File: src/rtl/ila_trigger_seq.sv
// Multi-stage trigger sequencer feeding one ila_core trigger bit.
// Each stage compares signal_i against a value/mask pair and must see a programmed number of
// consecutive matching cycles before the sequence advances. Completing the last stage emits a
// one-cycle registered trigger pulse.
// Optional feature: define ILA_TRIGGER_SEQ_TIMEOUT_EN to add timeout_i, which returns a stalled
// sequence (stage > 0) to stage 0 after a programmed number of enabled cycles.
module ila_trigger_seq #(
  parameter int unsigned SIGNAL_W = 32,
  parameter int unsigned N_STAGES = 4,
  parameter int unsigned CNT_W    = 16
) (
  input  logic                          clk_i,
  input  logic                          arst_i,
  input  logic                          cke_i,
  input  logic [SIGNAL_W-1:0]           signal_i,
  input  logic [N_STAGES*SIGNAL_W-1:0]  stage_value_i,
  input  logic [N_STAGES*SIGNAL_W-1:0]  stage_mask_i,
  input  logic [N_STAGES*CNT_W-1:0]     stage_count_i,
  input  logic [$clog2(N_STAGES)-1:0]   last_stage_i,
`ifdef ILA_TRIGGER_SEQ_TIMEOUT_EN
  input  logic [CNT_W-1:0]              timeout_i,
`endif
  input  logic                          arm_i,
  input  logic                          disarm_i,
  output logic                          trigger_o,
  output logic                          armed_o,
  output logic                          done_o,
  output logic [$clog2(N_STAGES)-1:0]   stage_o
);

  localparam int unsigned STAGE_W = $clog2(N_STAGES);
  localparam logic [STAGE_W-1:0] LastIdx = STAGE_W'(N_STAGES - 1);

  typedef enum logic [1:0] {StIdle, StArmed, StFired} state_e;

  state_e              state_q;
  logic [STAGE_W-1:0]  stage_q;
  logic [CNT_W-1:0]    cnt_q;

  logic [STAGE_W-1:0]  last_eff;
  logic [SIGNAL_W-1:0] sel_value;
  logic [SIGNAL_W-1:0] sel_mask;
  logic [CNT_W-1:0]    sel_count;
  logic [CNT_W-1:0]    eff_count;
  logic [CNT_W:0]      cnt_inc;
  logic                match;
  logic                stage_done;
  logic                timeout_hit;

  assign stage_o = stage_q;

  // Select the active stage's pattern and decide whether this cycle completes the stage.
  always_comb begin
    last_eff   = (last_stage_i >= LastIdx) ? LastIdx : last_stage_i;
    sel_value  = stage_value_i[32'(stage_q) * SIGNAL_W +: SIGNAL_W];
    sel_mask   = stage_mask_i[32'(stage_q) * SIGNAL_W +: SIGNAL_W];
    sel_count  = stage_count_i[32'(stage_q) * CNT_W +: CNT_W];
    eff_count  = (sel_count == '0) ? CNT_W'(1) : sel_count;
    match      = ((signal_i ^ sel_value) & sel_mask) == '0;
    cnt_inc    = {1'b0, cnt_q} + (CNT_W + 1)'(1);
    stage_done = cnt_inc >= {1'b0, eff_count};
  end

`ifdef ILA_TRIGGER_SEQ_TIMEOUT_EN
  logic [CNT_W-1:0] tcnt_q;
  logic [CNT_W:0]   tcnt_inc;
  logic             stage_adv;

  // Timeout fires on the cycle the stall count would reach timeout_i; zero disables it.
  always_comb begin
    tcnt_inc    = {1'b0, tcnt_q} + (CNT_W + 1)'(1);
    timeout_hit = (state_q == StArmed) && (stage_q != '0) && (timeout_i != '0) &&
                  (tcnt_inc >= {1'b0, timeout_i});
    stage_adv   = (state_q == StArmed) && match && stage_done && (stage_q < last_eff);
  end

  // Stall counter: cleared on every stage entry, counts enabled cycles spent in stages > 0.
  always_ff @(posedge clk_i or posedge arst_i) begin
    if (arst_i) begin
      tcnt_q <= '0;
    end else if (cke_i) begin
      if (disarm_i || arm_i || (state_q != StArmed) || timeout_hit || stage_adv) begin
        tcnt_q <= '0;
      end else if (stage_q != '0) begin
        tcnt_q <= tcnt_inc[CNT_W-1:0];
      end
    end
  end
`else
  assign timeout_hit = 1'b0;
`endif

  // Sequencer FSM with registered trigger/armed/done outputs; cke_i low freezes everything.
  always_ff @(posedge clk_i or posedge arst_i) begin
    if (arst_i) begin
      state_q   <= StIdle;
      stage_q   <= '0;
      cnt_q     <= '0;
      trigger_o <= 1'b0;
      armed_o   <= 1'b0;
      done_o    <= 1'b0;
    end else if (cke_i) begin
      trigger_o <= 1'b0;
      if (disarm_i) begin
        state_q <= StIdle;
        stage_q <= '0;
        cnt_q   <= '0;
        armed_o <= 1'b0;
        done_o  <= 1'b0;
      end else if (arm_i) begin
        state_q <= StArmed;
        stage_q <= '0;
        cnt_q   <= '0;
        armed_o <= 1'b1;
        done_o  <= 1'b0;
      end else if (state_q == StArmed) begin
        if (timeout_hit) begin
          stage_q <= '0;
          cnt_q   <= '0;
        end else if (match) begin
          if (stage_done) begin
            cnt_q <= '0;
            // >= rather than == so a last_stage lowered mid-sequence still terminates.
            if (stage_q >= last_eff) begin
              state_q   <= StFired;
              trigger_o <= 1'b1;
              armed_o   <= 1'b0;
              done_o    <= 1'b1;
            end else begin
              stage_q <= stage_q + STAGE_W'(1);
            end
          end else begin
            cnt_q <= cnt_inc[CNT_W-1:0];
          end
        end else begin
          cnt_q <= '0;
        end
      end
    end
  end

endmodule

File: config.mk
export PLATFORM = sky130hd
export DESIGN_NAME = ila_trigger_seq
export DESIGN_NICKNAME = d
export VERILOG_FILES = /design/src/rtl/ila_trigger_seq.sv
export SDC_FILE = /design/constraint.sdc
export NUM_CORES = 1
export LEC_CHECK = 0
export BUFFER_PORTS_ARGS = -buffer_cell sky130_fd_sc_hd__buf_2
export CORE_AREA = 5 5 139 141
export DETAILED_ROUTE_END_ITERATION = 8
export DIE_AREA = 0 0 144 146
export GPL_ROUTABILITY_DRIVEN = 1
export SLEW_MARGIN = 20
export SYNTH_ARGS = -nofsm -noshare
export SYNTH_HDL_FRONTEND = slang
export SYNTH_SLANG_ARGS = --single-unit
File: constraint.sdc
create_clock -name clk_i -period 5.4 [get_ports clk_i]
set_clock_uncertainty 0.2 [all_clocks]
set_input_delay 0 -clock clk_i [delete_from_list [all_inputs] [get_ports clk_i]]
set_output_delay 0 -clock clk_i [all_outputs]
set_load 0.01 [all_outputs]
# Word-level counts from Yosys, hierarchy flattened
# Cells that the tools add are included.
[totals]
out_inout_bits = 5
ff_bits = 23
word_cells = 64
[classes]
shifts = 3
n_mux = 37
magnitude_cmp = 3
reduce_logical = 9
n_bitwise = 2
eq_ne = 2
addsub = 2
[op_table]
columns = ["cell", "count"]
rows = [
  ["indexed part select 128 x 8 -> 32 bit", 2],
  ["2-to-1 mux 16 bit", 6],
  ["indexed part select 64 x 7 -> 16 bit", 1],
  ["bitwise AND 32 bit", 1],
  ["logical NOT 32 bit", 1],
  ["XOR 32 bit", 1],
  ["2-to-1 mux 2 bit", 13],
  ["2-to-1 mux 1 bit", 18],
  ["adder 16 x 1 -> 17 bit (second input constant)", 1],
  [">= comparator 17 x 16 -> 1 bit", 1],
  ["logical NOT 16 bit", 1],
  ["nonzero test 3 bit", 4],
  ["AND reduction 5 bit", 2],
  ["inequality test 3 bit (second input constant)", 1],
  ["adder 2 x 1 -> 2 bit (second input constant)", 1],
  ["equality test 2 x 1 -> 1 bit (second input constant)", 1],
  [">= comparator 2 bit", 1],
  [">= comparator 2 bit (second input constant)", 1],
  ["AND reduction 2 bit", 1],
]

# Depth between registers and ports, before layout
[depth]
depth_word = 9
depth_mapped = 17
ltp_nobuf = 14

# Worst setup path after synthesis
# Ideal clock, no wire load.
[synth_timing]
path_type = "reg-to-reg"
start = "register stage_q[0] (netlist: stage_o[0])"
end = "register cnt_q[0]"
period_less_slack_ns = 3.837
arrival_ns = 3.560
n_path_buf = 3
stages_incl_launch_ff = 16
slack_ns = 1.563
t_required_ns = 5.124
cell_sequence = "dfrtp_1 -> buf_2 -> buf_2 -> mux4_2 -> nor4_1 -> a31o_1 -> ha_1 -> nor2b_1 -> nor3_1 -> a211o_1 -> a221oi_2 -> inv_2 -> nor3_4 -> buf_6 -> nand2_1 -> o21ai_1"
[synth_via]
elab_chain_cells = 9
elab_cells_between_ends = 14
[synth_lines]
columns = ["element", "line_no", "rtl"]
rows = [
  ["start: declaration", "37", "logic [STAGE_W-1:0] stage_q;"],
  ["start signal: assignment", "130", "stage_q <= stage_q + STAGE_W'(1);"],
  ["indexed part select 64 x 7 -> 16 bit", "57", "sel_count = stage_count_i[32'(stage_q) * CNT_W +: CNT_W];"],
  ["logical NOT 16 bit", "58", "eff_count = (sel_count == '0) ? CNT_W'(1) : sel_count;"],
  ["2-to-1 mux 16 bit", "58", ""],
  [">= comparator 17 x 16 -> 1 bit", "61", "stage_done = cnt_inc >= {1'b0, eff_count};"],
  ["2-to-1 mux 16 bit", "121", "if (stage_done) begin"],
  ["2-to-1 mux 16 bit *", "120", "end else if (match) begin"],
  ["2-to-1 mux 16 bit *", "116", "end else if (state_q == StArmed) begin"],
  ["2-to-1 mux 16 bit *", "110", "end else if (arm_i) begin"],
  ["2-to-1 mux 16 bit *", "104", "if (disarm_i) begin"],
  ["end signal: assignment", "133", "cnt_q <= cnt_inc[CNT_W-1:0];"],
  ["end: declaration", "38", "logic [CNT_W-1:0] cnt_q;"],
]
# Every way passes the cells marked *; elsewhere a longest branch is shown, timed or not. The select of a mux whose other input is x is not followed.
# A chain may end at the register's enable or synchronous reset.

# Worst setup path after layout
[layout_timing]
start = "register stage_q[0] (netlist: stage_o[0])"
end = "register done_o"
[layout_via]
elab_chain_cells = 6
elab_cells_between_ends = 14
[layout_lines]
columns = ["element", "line_no", "rtl"]
rows = [
  ["indexed part select 64 x 7 -> 16 bit or indexed part select 128 x 8 -> 32 bit (tied branches)", "57, 55", ""],
  ["logical NOT 16 bit or XOR 32 bit (tied branches)", "58, 59", ""],
  ["2-to-1 mux 16 bit or bitwise AND 32 bit (tied branches)", "58, 59", ""],
  [">= comparator 17 x 16 -> 1 bit or logical NOT 32 bit (tied branches)", "61, 59", ""],
  ["nonzero test 3 bit (no source line)", "n/a", ""],
  ["AND reduction 5 bit (no source line) *", "n/a", ""],
  ["end signal: assignment", "101", "done_o <= 1'b0;"],
  ["end signal: assignment", "109", "done_o <= 1'b0;"],
  ["end signal: assignment", "115", "done_o <= 1'b0;"],
  ["end: declaration", "27", "output logic done_o,"],
]
# Every way passes the cells marked *; elsewhere a longest branch is shown, timed or not.

==> impl_metrics.toml <==
[worst_setup_path]
end_kind = "flop"
reg2reg_from = "stage_o[0]$_DFFE_PP0P_"
slowest_delay_ns = 0.72
crit_type = "flop to flop"
worstPathArrival_ns = 4.25
cp-start-kind = "flop"
crit_chain = "mux4_2 -> inv_1 -> nand4_1 -> nor4_1 -> a31o_1 -> ha_1 -> nor2b_1 -> nor3_1 -> a211o_1 -> a221oi_2 -> nand2b_1 -> nand3_1 -> o21ai_1 -> dlygate4sd3_1"
cp_data_required_time_ns = 5.34
crit_slowest_cell = "dfrtp_2"
crit_fanout = 18
critPathTopFamily = "simple AND/OR/NAND/NOR gates"
path_buf_inv = 2
crit_start = "stage_o[0]$_DFFE_PP0P_"

[hold_path]
hold_start = "last_stage_i[0]"
hold_path_class = "input port to flop"

[sta]
worst_slew_pin_slew_ns = 0.865
rsz0062_at_grt = "false"
fmax_mhz = 233
finalMaxSlewViolations = 0
setup-tns-final_ns = 0
hold_slack_ns = 0.183
final.min_clock_period_ns = 4.30
setup_viol_count_final = 0
period_share = 0.796
max_slew_margin = 0.423
final_hold_viol_count = 0
layout_setup_ws_ns = 1.10

[floorplanning]
io-pin-count = 364
start_util = 0.220
rows = 49
core-area_um2 = 17800
die_y_um = 146
die-width_um = 144
die-area_um2 = 21000

[layout]
nNetsFinal = 1184
syn2layout_area_growth_pct = 56.3
final_cell_mix = "363 x buf_2, 132 x xor2_1, 29 x a22oi_1"
final_common_cell = "buf_2"
fin_util = 0.343
final_layout_size_suffix_gt1_frac = 0.492

[power]
power.internal_w = 0.000437
combPwrFrac = 0.510
peakVddDrop_uv = 101
power_switching_w = 0.000226
power.total_w = 0.000663
cellPowerDensity_nw_per_um2 = 108
p_sw_frac = 0.341
clkPwrFrac = 0.248
p_seq_frac = 0.242
p_leak_nw = 3.26

[flow_run]
drv_cap = 0

[detailed_routing]
drc_errors = 0
vias = 5080
wl_per_cell_um = 21.0
dr.pass1.iters = 5
first_iter_violations = 300
vias_per_cell = 4.89
routed_wl_mm = 21.9
postRouteAntennaNets = 0

[global_route]
use_met1 = 0.254
grt_overflow = 0
grt_max_degree = 23
antenna_found_initial = 14
first_global_vias = 5311
grt_pass1_wl_mm = 31.5
use_met3 = 0.0638
met2_usage = 0.321
track_usage = 0.196
gr-max-usage-layer = "met2"

[clocking]
cts_resized = 0
insertion_delay_ns = 0.26
clock-sinks = 21
cts_inserted_buffers = 3
tritoncts = "done"
cts.clk_slew.worst_paths_ns = 0.06
clockBufferDepth = 2
cts_max_level = 1
root_buffer = "clkbuf_16"

[placement]
io_buffer_count = 363
gp_congestion = 0.896
dp_hpwl_mm = 19.4
place_ws_ns = 1.16

[yosys]
syn_inst = 442
synth_area_um2 = 3920
seq_area_frac_synth = 0.134
synth_edf_count = 0
avgSynthCellArea_um2 = 8.87
synth_cell_types = 46
yosys_most_used_dff = "dfrtp_1"
ys_ff_latch = 21
async_flop_share = 1.00
yosys_warnings = 0
synth_nets = 820

[run_status]
status = "completed"
## final timing paths
check                                          to  slack [ns]  cells past startpoint
hold / removal             stage_o[1]$_DFFE_PP0P_        0.18                      6
hold reg to reg              cnt_q[5]$_DFFE_PP0P_        0.33                      1
setup / recovery               done_o$_DFFE_PP0P_        1.10                     14
setup reg to reg               done_o$_DFFE_PP0P_        1.10                     14
max in group asynchronous  stage_o[0]$_DFFE_PP0P_        4.14                      3
min in group asynchronous  state_q[0]$_DFFE_PP0P_        0.27                      3
## sequential cells by signal, summed over array words and instances (netlist names)
name       count
stage_o        2
done_o         1
state_q        1
cnt_q         16
trigger_o      1
## final cells by class
class | instances | area (um2)
diodes | 5 | 12.5
clock buffers | 3 | 75.1
clock inverters | 1 | 5.00
fillers | 1893 | 11700
inverters | 21 | 78.8
multi-input cells | 388 | 3250
flip-flops and latches | 21 | 527
well taps | 229 | 287
repair buffers | 371 | 1890
## through the flow
stage	area, um2	instances
floorplan	3920	442
global placement	5970	1024
detailed placement	5970	1024
CTS	6110	1034
global route	6120	1037
finish	6120	1039
## power groups by stage
| stage | logic [W] | clock network [W] | registers [W] |
|---|---|---|---|
| detailed placement | 0.000331 | 0 | 0.000163 |
| global placement | 0.000331 | 0 | 0.000163 |
| finish | 0.000338 | 0.000165 | 0.000160 |
| global route | 0.000369 | 0.000174 | 0.000161 |
| CTS | 0.000337 | 0.000168 | 0.000160 |
| floorplan | 0.000134 | 0 | 0.000164 |
## metal layers
layer,part of all wire,up-vias
met5,0.0038,-
met4,0.017,12
met3,0.10,43
met2,0.48,239
met1,0.40,2359
li1,-,2427
## cells by family (layout without fill, tap and decap cells)
logic type      count (synthesis)  after routing  synth area share
flops                          21             21             0.134
mux                            16             16            0.0920
xor+xnor                      139            139             0.311
fa+ha+maj                      19             19            0.0607
other cells                     0              5                 0
compound gates                117            117             0.237
simple gates                   97             97             0.128
buf+inv                        33            396            0.0374
## worst reg2reg max path, delay by kind of cell, from the launching register on
kind,cells,cell delay (ns)
mux,1,0.58
flops,1,0.72
compound gates,4,0.89
fa+ha+maj,1,0.22
simple gates,6,0.93
buf+inv,2,0.64
## Yosys cell counts (2+ instances only)
library cell  number  area (um2)
dfrtp_1           21         526
a32o_1            13         130
nor4_1             3        18.8
o211ai_1           5        37.5
o21ai_0            5        25.0
nor2_1            14        52.6
a22oi_1           29         218
and4_1             2        17.5
a221oi_1           6        52.6
clkbuf_1           4        15.0
nand4_1           10        62.6
a22o_1             2        17.5
nand2_1           19        71.3
inv_2              2        7.51
inv_1             19        71.3
nor3_1             6        30.0
ha_1              19         238
a31o_1             2        17.5
a222oi_1          14         140
or2_2              3        18.8
a21oi_1           16        80.1
o22ai_1            2        12.5
mux4_2            16         360
buf_2              6        30.0
nor2b_1            4        25.0
nand2b_1           3        18.8
a21o_1             9        67.6
o21ai_1            2        10.0
and3_1             5        31.3
xnor2_1            7        61.3
buf_6              2        22.5
a31oi_1            3        18.8
xor2_1           132        1160
nand3_1           25         125
## what timing repair did
item	CTS	global route
hold buffers	6	0
endpoints found under the hold margin	26	0
setup buffers	0	0
No activity file was read; power rests on OpenSTA's default activity.
